**config.mk**
```make
export PLATFORM = sky130hd
export DESIGN_NAME = iot_feeder_flat
export DESIGN_NICKNAME = d
export VERILOG_FILES = /design/src/rtl/iot_feeder_if.sv /design/src/rtl/iot_feeder.sv /design/src/flat_wrapper.sv
export SDC_FILE = /design/constraint.sdc
export NUM_CORES = 1
export LEC_CHECK = 0
export CAP_MARGIN = 15
export CELL_PAD_IN_SITES_DETAIL_PLACEMENT = 0
export CELL_PAD_IN_SITES_GLOBAL_PLACEMENT = 1
export CORE_AREA = 3 3 221 223
export DETAILED_ROUTE_END_ITERATION = 12
export DIE_AREA = 0 0 224 226
export PLACE_DENSITY_LB_ADDON = 0.1
export SLEW_MARGIN = 20
export SYNTH_ARGS = -nofsm -noshare
export SYNTH_HDL_FRONTEND = slang
export SYNTH_SLANG_ARGS = --single-unit
```
**constraint.sdc**
```tcl
create_clock -name clk -period 6.72 [get_ports clk]
set_input_delay 1.008 -clock clk [delete_from_list [all_inputs] [get_ports clk]]
set_output_delay 1.008 -clock clk [all_outputs]
set_load 0.03 [all_outputs]
```
**src/rtl/iot_feeder_if.sv**
```systemverilog
// Byte feeder port bundle: 128-bit word intake plus
// the byte stream toward the downstream processing stage.
interface iot_feeder_if;
  logic         s_valid;
  logic [127:0] s_data;
  logic         s_ready;
  logic         busy;
  logic         in_en;
  logic [7:0]   iot_in;
  logic         round_done;
  logic         active;

  modport master (
    output s_valid, s_data, busy,
    input  s_ready, in_en, iot_in, round_done, active
  );

  modport slave (
    input  s_valid, s_data, busy,
    output s_ready, in_en, iot_in, round_done, active
  );
endinterface

```
**src/rtl/iot_feeder.sv**
```systemverilog
// Word FIFO feeding a 128-bit word out as 16 bytes, MSB first,
// with downstream backpressure and per-round completion pulse.
module iot_feeder #(
  parameter int DEPTH       = 4,
  parameter int ROUND_WORDS = 8
) (
  input logic         clk,
  input logic         rst,
  iot_feeder_if.slave bus
);

  localparam int AW = (DEPTH > 1) ? $clog2(DEPTH) : 1;
  localparam int WW = (ROUND_WORDS > 1) ? $clog2(ROUND_WORDS) : 1;
  localparam logic [AW:0]   FULL = (AW+1)'(DEPTH);
  localparam logic [WW-1:0] LAST = WW'(ROUND_WORDS - 1);

  typedef enum logic {IDLE, SEND} state_t;

  logic [127:0]  mem [DEPTH];
  logic [AW-1:0] wr_ptr;
  logic [AW-1:0] rd_ptr;
  logic [AW:0]   count;
  logic [127:0]  shreg;
  logic [3:0]    byte_idx;
  logic [WW-1:0] word_idx;
  state_t        state;
  logic          in_en_q;
  logic [7:0]    iot_q;
  logic          done_q;
  logic          push;
  logic          pop;

  assign bus.s_ready    = (count < FULL) && rst;
  assign bus.in_en      = in_en_q;
  assign bus.iot_in     = iot_q;
  assign bus.round_done = done_q;
  assign bus.active     = (state == SEND);

  assign push = bus.s_valid && bus.s_ready;
  assign pop  = (state == IDLE) && (count != '0) && !bus.busy;

  always_ff @(posedge clk) begin
    if (push)
      mem[wr_ptr] <= bus.s_data;
  end

  always_ff @(posedge clk or negedge rst) begin
    if (!rst) begin
      wr_ptr <= '0;
      rd_ptr <= '0;
      count  <= '0;
    end else begin
      if (push)
        wr_ptr <= wr_ptr + 1'b1;
      if (pop)
        rd_ptr <= rd_ptr + 1'b1;
      unique case ({push, pop})
        2'b10:   count <= count + 1'b1;
        2'b01:   count <= count - 1'b1;
        default: count <= count;
      endcase
    end
  end

  // shreg keeps the not-yet-sent bytes left-aligned
  always_ff @(posedge clk or negedge rst) begin
    if (!rst) begin
      state    <= IDLE;
      shreg    <= '0;
      byte_idx <= '0;
      word_idx <= '0;
      in_en_q  <= 1'b0;
      iot_q    <= 8'h00;
      done_q   <= 1'b0;
    end else begin
      unique case (state)
        IDLE: begin
          done_q <= 1'b0;
          if (pop) begin
            shreg    <= mem[rd_ptr] << 8;
            iot_q    <= mem[rd_ptr][127:120];
            in_en_q  <= 1'b1;
            byte_idx <= 4'd1;
            state    <= SEND;
          end else begin
            in_en_q <= 1'b0;
          end
        end
        SEND: begin
          if (!bus.busy) begin
            in_en_q  <= 1'b1;
            iot_q    <= shreg[127:120];
            shreg    <= shreg << 8;
            byte_idx <= byte_idx + 1'b1;
            if (byte_idx == 4'd15) begin
              state    <= IDLE;
              done_q   <= (word_idx == LAST);
              word_idx <= (word_idx == LAST) ? '0 : word_idx + 1'b1;
            end else begin
              done_q <= 1'b0;
            end
          end else begin
            in_en_q <= 1'b0;
            done_q  <= 1'b0;
          end
        end
        default: state <= IDLE;
      endcase
    end
  end

endmodule

```
**src/flat_wrapper.sv**
```systemverilog
// flat-port wrapper written by rule: the top's interface ports become plain ports
module iot_feeder_flat 
#(
  parameter int DEPTH       = 4,
  parameter int ROUND_WORDS = 8
)
  (clk, rst, bus_s_valid, bus_s_data, bus_busy, bus_s_ready, bus_in_en, bus_iot_in, bus_round_done, bus_active);
  iot_feeder_if bus_i ();
  input logic clk;
  input logic rst;
  input wire logic [$bits(bus_i.s_valid)-1:0] bus_s_valid;
  input wire logic [$bits(bus_i.s_data)-1:0] bus_s_data;
  input wire logic [$bits(bus_i.busy)-1:0] bus_busy;
  output wire logic [$bits(bus_i.s_ready)-1:0] bus_s_ready;
  output wire logic [$bits(bus_i.in_en)-1:0] bus_in_en;
  output wire logic [$bits(bus_i.iot_in)-1:0] bus_iot_in;
  output wire logic [$bits(bus_i.round_done)-1:0] bus_round_done;
  output wire logic [$bits(bus_i.active)-1:0] bus_active;
  assign bus_i.s_valid = bus_s_valid;
  assign bus_i.s_data = bus_s_data;
  assign bus_i.busy = bus_busy;
  assign bus_s_ready = bus_i.s_ready;
  assign bus_in_en = bus_i.in_en;
  assign bus_iot_in = bus_i.iot_in;
  assign bus_round_done = bus_i.round_done;
  assign bus_active = bus_i.active;
  iot_feeder #(.DEPTH(DEPTH), .ROUND_WORDS(ROUND_WORDS)) u_core (.clk(clk), .rst(rst), .bus(bus_i));
endmodule
```
==> flow_summary.json, run 1 <==
{
  "gp_congestion": 0.7329,
  "layout.nets": 1700,
  "viasPerCell": 5.807,
  "synth.most_common_cell": "edfxtp_1",
  "ir_drop_mv": 0.2702,
  "synth_top_area_cell": "edfxtp_1",
  "numCtsBuffers": 69,
  "grt_max_degree": 126,
  "ant_nets": 0,
  "cp_max_fo": 34,
  "drtPass1Iterations": 5,
  "grt_overflow": 0,
  "drc": 0,
  "switchingPower_mw": 3.021,
  "postSynthNetCount": 1555,
  "hp-class": "primary input to asynchronous set/reset pin",
  "hold_violations": 0,
  "p_per_area_nw_per_um2": 384.9,
  "ys_seq_area_frac": 0.7385,
  "clockPowerShare": 0.325,
  "wl_met3_um": 2026,
  "io_pins": 144,
  "fillers": 3272,
  "first_iter_violations": 910,
  "core_um2": 46750,
  "cts_max_level": 3,
  "hold_ws_ps": 310.8,
  "clk_latency_ps": 600,
  "finalNonFillerCells": 2223,
  "critical_path_class": "primary input to primary output",
  "drive_above_1_share": 0.1579,
  "clk_pin_slew_ps": 60,
  "syn_to_final_growth_pct": 16.60,
  "cp.arrival_ps": 2490,
  "slew_violations": 0,
  "seqPwrFrac": 0.463,
  "die_area_um2": 50620,
  "post-route-min-period_ps": 3503,
  "clock-sinks": 657,
  "synthFlopType": "edfxtp_1",
  "timing.final.crit_share": 0.5212,
  "post_cts_resized": 0,
  "worst_pin_slew_ps": 1027,
  "placed_cell_area_um2": 27710,
  "placed_cells": 2094,
  "met2_length_um": 24750,
  "total_power_mw": 11.55,
  "die_height_um": 226,
  "setup_viol": 0,
  "vias": 12908,
  "skew_ps": 19.05,
  "clockBufferDepth": 3,
  "swShare": 0.2617,
  "synth_commonest_cells": "edfxtp_1, mux2i_1, dfrtp_1",
  "cts_setup_buffers": 0,
  "syn_area_um2": 25730,
  "num_rows": 79,
  "grt_pass1_vias": 13572,
  "portBuffers": 143,
  "cts_root_buf": "clkbuf_16",
  "synth_top_area_frac": 0.5975,
  "final_area_um2": 30000,
  "synth-async-reset-ratio": 0.2207,
  "die_w_um": 224,
  "met1_length_um": 23090,
  "end_kind": "primary output",
  "yosysWarnings": 0,
  "outcome": "completed",
  "synth_edf_count": 512,
  "grt_first_pass_wirelength_um": 79070,
  "avgSynthCellArea_um2": 18.20,
  "ys_seq_elements": 657,
  "start_util": 0.5504,
  "slew_headroom": 0.3153,
  "rsz0062_at_grt": "no",
  "cts_hold_buf": 0,
  "highest_layer": "met4",
  "worst-endpoint-required_ps": 5710,
  "dp_hpwl_um": 26310,
  "fmax_mhz": 285.5,
  "r2r_slack_ps": 3330,
  "worstSetupStartpointType": "primary input",
  "cellLeakagePower_nw": 11.39,
  "drv_cap": 0,
  "drt-total-wl_um": 50830,
  "setup-tns-final_ps": 0,
  "synthCells": 1414,
  "pwr-share-comb": 0.212,
  "wl_per_cell_um": 22.87,
  "synth.distinct_cells": 37,
  "synth.area.top_cells": "edfxtp_1, dfrtp_1, mux2i_1",
  "cts_tree": "yes",
  "antenna_found_initial": 1,
  "p_int_mw": 8.525,
  "grtUsageTotal": 0.2042
}
[critical path: stages]
cell and delay [ps]:
buf_6 320, nor2b_1 400, clkdlybuf4s50_1 750
[registers in the layout, indices dropped and copies added, names as in the netlist]
register / flops
u_core.bus.round_done: 1
u_core.bus.iot_in: 8
u_core.wr_ptr: 2
u_core.rd_ptr: 2
u_core.mem: 512
u_core.word_idx: 3
u_core.bus.in_en: 1
u_core.shreg: 120
u_core.count: 3
u_core.byte_idx: 4
u_core.bus.active: 1
[per-stage QoR]
| step | setup slack (ps) | utilization |
|---|---|---|
| 2_1_floorplan | 1513 | - |
| 3_3_place_gp | 2863 | 0.5926 |
| 3_5_place_dp | 2848 | 0.5926 |
| 4_1_cts | 3194 | 0.6410 |
| 5_1_grt | 3126 | 0.6417 |
| 6_report | 3217 | 0.6417 |
[power by group through the flow]
stage	logic [mW]	registers (mW)	clock network, mW
4_1_cts	2.43	5.40	3.83
6_report	2.45	5.35	3.75
5_1_grt	2.66	5.41	4.02
3_3_place_gp	2.39	5.46	0
3_5_place_dp	2.43	5.47	0
2_1_floorplan	1.93	5.32	0
[final timing paths]
check,cells after the start,startpoint,endpoint
worst max-delay path,3,rst,bus_s_ready
worst min-delay path,1,rst,u_core.shreg[28]$_DFFE_PN0P_
worst max register to register,4,u_core.bus.active$_DFF_PN0_,u_core.shreg[17]$_DFFE_PN0P_
worst min register to register,1,u_core.byte_idx[0]$_DFFE_PN0P_,u_core.byte_idx[0]$_DFFE_PN0P_
max in group asynchronous,2,rst,u_core.shreg[90]$_DFFE_PN0P_
min in group clk,1,u_core.byte_idx[0]$_DFFE_PN0P_,u_core.byte_idx[0]$_DFFE_PN0P_
[cell type report]
type / instances / area, um2 / area share
inverter: 8 / 35.03 / 0.001168
clock buffer: 101 / 1992 / 0.06639
clock inverter: 26 / 272.8 / 0.009092
tap: 607 / 759.5 / 0.02531
antenna: 1 / 2.502 / 0.00008341
timing repair buffer: 158 / 1640 / 0.05467
multi-input combinational: 665 / 6289 / 0.2096
sequential: 657 / 19010 / 0.6337
[kinds of logic after synthesis]
group                    share of synthesized area
AO/OA/AOI/OAI                              0.04522
AND/OR/NAND/NOR                            0.02295
XOR/XNOR                                  0.002383
adder cells (fa/ha/maj)                   0.004668
multiplexers                                0.1680
flip-flops                                  0.7385
buffers and inverters                      0.01823
[layout by cell type, fill, tap and decap left out, types with 5 or more instances in the layout]
master and n:
a22o_1 10, buf_12 6, buf_4 8, bufinv_16 5, clkbuf_1 22, clkbuf_16 73, clkbuf_8 6, clkdlybuf4s50_1 142
clkinv_1 9, clkinv_2 7, dfrtp_1 143, edfxtp_1 512, ha_1 8, inv_1 7, mux2_2 35, mux2_4 89
mux2i_1 241, mux4_2 8, nand2_1 121, o221ai_1 120, xor2_1 5
[layer usage]
metal | GRT usage | vias up
li1 | - | 5877
met1 | 0.2853 | 6682
met2 | 0.3355 | 268
met3 | 0.03432 | 81
met4 | 0.05902 | 0
met5 | 0 | -
No activity file was read; power rests on OpenSTA's default activity.
==> run 2, diff against run 1 <==
--- a/config.mk
+++ b/config.mk
@@ -8,9 +8,9 @@
 export CAP_MARGIN = 15
 export CELL_PAD_IN_SITES_DETAIL_PLACEMENT = 0
 export CELL_PAD_IN_SITES_GLOBAL_PLACEMENT = 1
-export CORE_AREA = 3 3 221 223
+export CORE_AREA = 3 3 238 240
 export DETAILED_ROUTE_END_ITERATION = 12
-export DIE_AREA = 0 0 224 226
+export DIE_AREA = 0 0 241 243
 export PLACE_DENSITY_LB_ADDON = 0.1
 export SLEW_MARGIN = 20
 export SYNTH_ARGS = -nofsm -noshare
==> constraint.sdc (replaced) <==
create_clock -name clk -period 3 [get_ports clk]
set_input_delay 0.45 -clock clk [delete_from_list [all_inputs] [get_ports clk]]
set_output_delay 0.45 -clock clk [all_outputs]
set_load 0.03 [all_outputs]
==> flow_summary.json, run 2 (synthesized netlist as in run 1, its figures left out) <==
{
  "outcome": "completed",
  "r2r_slack_ps": 850,
  "ir_drop_mv": 0.4599,
  "num_antenna_cells": 0,
  "layout.nets": 1734,
  "skew_ps": 22.35,
  "mostFrequentLayoutCells": "edfxtp_1, mux2i_1, dfrtp_1, clkdlybuf4s50_1, nand2_1",
  "worst_pin_slew_ps": 781.5,
  "antenna_found_initial": 0,
  "worstSetupStartpointType": "flop",
  "die_height_um": 243,
  "viasPerCell": 5.494,
  "start_util": 0.4689,
  "die_area_um2": 58560,
  "cts_setup_buffers": 0,
  "fmax_mhz": 382.7,
  "hold_violations": 0,
  "wl_per_cell_um": 23.13,
  "r2r_cells": 4,
  "first_iter_violations": 865,
  "grt_first_pass_wirelength_um": 83750,
  "critical_path_class": "flop to primary output",
  "dp_hpwl_um": 31630,
  "drive_above_1_share": 0.1791,
  "p_per_area_nw_per_um2": 863.6,
  "cts_root_buf": "clkbuf_16",
  "end_kind": "primary output",
  "drt-total-wl_um": 54370,
  "worst-endpoint-required_ps": 2550,
  "cp.arrival_ps": 2160,
  "slew_headroom": 0.4790,
  "cp_max_fo": 6,
  "cts_hold_buf": 0,
  "vias": 12917,
  "largest_reg_flops": 512,
  "cts_max_level": 3,
  "hp-class": "primary input to asynchronous set/reset pin",
  "portBuffers": 143,
  "fin_ws_ps": 386.9,
  "r2r-end": "u_core.word_idx[2]$_DFFE_PN0P_",
  "final_common_cell": "edfxtp_1",
  "path_cells": "nor2b_1 -> clkdlybuf4s50_1",
  "num_rows": 86,
  "timing.final.crit_share": 0.8710,
  "cpPeakStageDelay_ps": 770,
  "post-route-min-period_ps": 2613,
  "syn_to_final_growth_pct": 19.10,
  "drc": 0,
  "cts_tree": "yes",
  "grt_max_degree": 66,
  "clock-sinks": 657,
  "numCtsBuffers": 70,
  "grt_overflow": 0,
  "r2r-start": "u_core.bus.active$_DFF_PN0_",
  "gp_congestion": 0.7114,
  "largest-register": "u_core.mem",
  "core_um2": 54880,
  "post_cts_resized": 0,
  "clockBufferDepth": 3,
  "hold_ws_ps": 5.866,
  "slew_violations": 0,
  "die_w_um": 241,
  "clk_latency_ps": 590,
  "grtUsageTotal": 0.1890,
  "grt_pass1_vias": 13620,
  "ant_nets": 0,
  "drv_cap": 0,
  "post-place-ws_ps": 540.6,
  "clk_pin_slew_ps": 60,
  "utilization": 0.5584,
  "cellLeakagePower_nw": 11.66,
  "crit_slowest_cell": "clkdlybuf4s50_1",
  "io_pins": 144,
  "drtPass1Iterations": 4,
  "rsz0062_at_grt": "no",
  "setup_viol": 0,
  "setup-tns-final_ps": 0
}
==> run 2: cell types whose count changed in the layout (fill, tap and decap cells not counted) <==
cell,delta
bufinv_16,+2
buf_4,+16
inv_6,-3
buf_12,+18
clkbuf_1,-2
clkinv_1,-6
buf_16,-1
clkbuf_8,+4
diode_2,-1
clkinv_2,+3
clkinv_8,-1
clkinvlp_4,+2
==> run 2: critical path, delay by kind of cell, from the launching register on <==
kind	cells	cell delay (ps)
flops	1	450
buf+inv	1	770
simple gates	1	360
==> run 2: layout make-up <==
class                   instances  area, um2
clock inverters                23      295.3
flip-flops and latches        657      19010
repair buffers                191       2093
inverters                       8      37.54
multi-input cells             665       6289
well taps                     704      880.8
fillers                      4297      24230
clock buffers                 103       2039
==> run 2: routing by layer <==
layer  vias to the layer above  routed length (um)  GRT usage
li1                       5936                   -          -
met1                      6694               25160     0.2668
met2                       222               26220     0.3073
met3                        65                2084    0.03011
met4                         0                 909    0.05026
met5                         -                   0          0
==> run 2: stage by stage <==
stage | std cells | area (um2) | total power [mW]
4_1_cts | 2351 | 30650 | 26.81
3_3_place_gp | 2225 | 28310 | 18.00
6_report | 2351 | 30650 | 26.47
2_1_floorplan | 1414 | 25740 | 16.18
3_5_place_dp | 2225 | 28310 | 18.07
5_1_grt | 2351 | 30650 | 27.78
==> run 2: power breakdown <==
part	leakage (nW)	switching, mW	total (mW)	internal [mW]
clock network	1.14	3.36	8.67	5.31
logic	3.93	2.83	5.86	3.02
registers	6.59	0.737	11.9	11.2
==> run 2: worst max-delay path by stage <==
stage,depth (start not counted),slack [ps],from,to
5_1_grt,2,270,u_core.count[2]$_DFFE_PN0P_,bus_s_ready
3_5_place_dp,8,540,bus_busy,u_core.count[2]$_DFFE_PN0P_
4_1_cts,2,340,u_core.count[2]$_DFFE_PN0P_,bus_s_ready
6_report,2,390,u_core.count[2]$_DFFE_PN0P_,bus_s_ready
3_3_place_gp,8,580,bus_busy,u_core.count[2]$_DFFE_PN0P_
2_1_floorplan,2,-190,rst,u_core.mem[0][0]$_DFFE_PP_
==> run 3, diff against run 2 <==
--- a/config.mk
+++ b/config.mk
@@ -8,9 +8,10 @@
 export CAP_MARGIN = 15
 export CELL_PAD_IN_SITES_DETAIL_PLACEMENT = 0
 export CELL_PAD_IN_SITES_GLOBAL_PLACEMENT = 1
-export CORE_AREA = 3 3 238 240
+export CORE_AREA = 2 2 201 282
 export DETAILED_ROUTE_END_ITERATION = 12
-export DIE_AREA = 0 0 241 243
+export DIE_AREA = 0 0 203 284
+export MAX_ROUTING_LAYER = met4
 export PLACE_DENSITY_LB_ADDON = 0.1
 export SLEW_MARGIN = 20
 export SYNTH_ARGS = -nofsm -noshare
==> flow_summary.json, run 3 (synthesized netlist as in run 1, its figures left out) <==
{
  "core_um2": 55010,
  "drive_above_1_share": 0.1796,
  "drtPass1Iterations": 5,
  "gp_congestion": 0.7501,
  "syn_to_final_growth_pct": 18.30,
  "seqPwrFrac": 0.468,
  "r2r_cells": 5,
  "num_rows": 102,
  "slew_headroom": 0.3744,
  "wl_per_cell_um": 23.07,
  "dp_hpwl_um": 32330,
  "p_int_mw": 18.68,
  "slew_violations": 0,
  "die_height_um": 284,
  "switchingPower_mw": 6.770,
  "pwr-share-comb": 0.228,
  "path_cells": "nor4_4 -> or2_2 -> clkinv_4 -> buf_12 -> mux2_4",
  "post-place-ws_ps": 348.7,
  "antenna_found_initial": 3,
  "cellLeakagePower_nw": 11.55,
  "setup-tns-final_ps": 0,
  "clockBufferDepth": 3,
  "post_cts_resized": 0,
  "end_kind": "flop",
  "p_per_area_nw_per_um2": 836.1,
  "timing.final.crit_share": 0.7895,
  "viasPerCell": 5.428,
  "portBuffers": 143,
  "cts_tree": "yes",
  "first_iter_violations": 491,
  "worst_pin_slew_ps": 938.3,
  "io_pins": 144,
  "crit_family": "buffers and inverters",
  "grt_use_met1": 0.2479,
  "hp-class": "primary input to asynchronous set/reset pin",
  "drc": 0,
  "crit_slowest_cell": "dfrtp_4",
  "r2r-start": "u_core.bus.active$_DFF_PN0_",
  "total_power_mw": 25.45,
  "mostFrequentLayoutCells": "edfxtp_1, mux2i_1, dfrtp_1, clkdlybuf4s50_1, nand2_1",
  "r2r-end": "u_core.shreg[75]$_DFFE_PN0P_",
  "numCtsBuffers": 60,
  "ant_nets": 0,
  "hold_violations": 26,
  "clk_latency_ps": 620,
  "ir_drop_mv": 0.5206,
  "vias": 12842,
  "met3_usage": 0.02974,
  "cp_max_fo": 27,
  "grt.busiest_layer": "met2",
  "fin_ws_ps": 631.6,
  "grt_pass1_vias": 13721,
  "worst-endpoint-required_ps": 3500,
  "die_area_um2": 57650,
  "swShare": 0.2660,
  "cts_root_buf": "clkbuf_16",
  "drt-total-wl_um": 54580,
  "largest-register": "u_core.mem",
  "drv_cap": 0,
  "grt_first_pass_wirelength_um": 83180,
  "hold_ws_ps": -53.23,
  "outcome": "complete, but fails checks",
  "failed_checks": "negative hold slack",
  "clk_pin_slew_ps": 60,
  "cts_setup_buffers": 0,
  "worstSetupStartpointType": "flop",
  "die_w_um": 203,
  "grt_overflow": 0,
  "utilization": 0.5534,
  "clockPowerShare": 0.305,
  "cpPeakStageDelay_ps": 540,
  "cp.arrival_ps": 2870,
  "fmax_mhz": 422.2,
  "grt_max_degree": 146,
  "cts_hold_buf": 0,
  "start_util": 0.4678,
  "cts_max_level": 2,
  "skew_ps": 18.27,
  "r2r_slack_ps": 630,
  "grtUsageTotal": 0.1969,
  "rsz0062_at_grt": "no",
  "largest_reg_flops": 512,
  "layout.nets": 1727,
  "worstPathBufferInverterCount": 2,
  "clock-sinks": 657,
  "critical_path_class": "flop to flop",
  "setup_viol": 0,
  "post-route-min-period_ps": 2368,
  "grt.met2_usage": 0.3389,
  "final_common_cell": "edfxtp_1"
}
## run 3: layout make-up
class / instances / area, um2
fill: 4342 / 24570
sequential: 657 / 19010
multi-input combinational: 665 / 6289
timing repair buffer: 194 / 2163
clock buffer: 82 / 1707
tap: 728 / 910.9
clock inverter: 31 / 321.6
inverter: 8 / 35.03
antenna: 1 / 2.502
## run 3: worst reg2reg max path, cell delays in order, from the launching register on
cell	delay, ps
dfrtp_4	540
nor4_4	300
or2_2	350
clkinv_4	390
buf_12	360
mux2_4	330
## run 3: worst max-delay path by stage
| stage | start | end | slack [ps] | cells after the start |
|---|---|---|---|---|
| 3_3_place_gp | bus_busy | u_core.shreg[67]$_DFFE_PN0P_ | 410 | 5 |
| 2_1_floorplan | rst | u_core.mem[0][0]$_DFFE_PP_ | -190 | 2 |
| 5_1_grt | u_core.bus.active$_DFF_PN0_ | u_core.shreg[60]$_DFFE_PN0P_ | 510 | 5 |
| 4_1_cts | u_core.bus.active$_DFF_PN0_ | u_core.shreg[41]$_DFFE_PN0P_ | 600 | 5 |
| 3_5_place_dp | bus_busy | u_core.shreg[75]$_DFFE_PN0P_ | 350 | 5 |
| 6_report | u_core.bus.active$_DFF_PN0_ | u_core.shreg[75]$_DFFE_PN0P_ | 630 | 5 |
## run 3: power by group through the flow
| stage | clock [mW] | combinational, mW | sequential, mW |
|---|---|---|---|
| global placement | 0 | 5.82 | 12.1 |
| CTS | 7.97 | 5.93 | 11.9 |
| finish | 7.75 | 5.79 | 11.9 |
| floorplan | 0 | 4.32 | 11.9 |
| detailed placement | 0 | 5.93 | 12.1 |
| global route | 8.32 | 6.29 | 12.0 |
## run 3: per-stage QoR
step                      hold slack [ps]  cell area (um2)  std cells
final                              -53.23            30440       2366
after global routing                13.03            30440       2366
after CTS                           4.350            30440       2365
after detailed placement            491.9            28410       2252
after global placement              492.2            28410       2252
after floorplan                     154.4            25740       1414
## run 3: metal layers
metal	routed length, um	vias up
met2	28290	215
met4	898	0
met5	0	-
met1	23560	6649
li1	-	5908
met3	1835	70
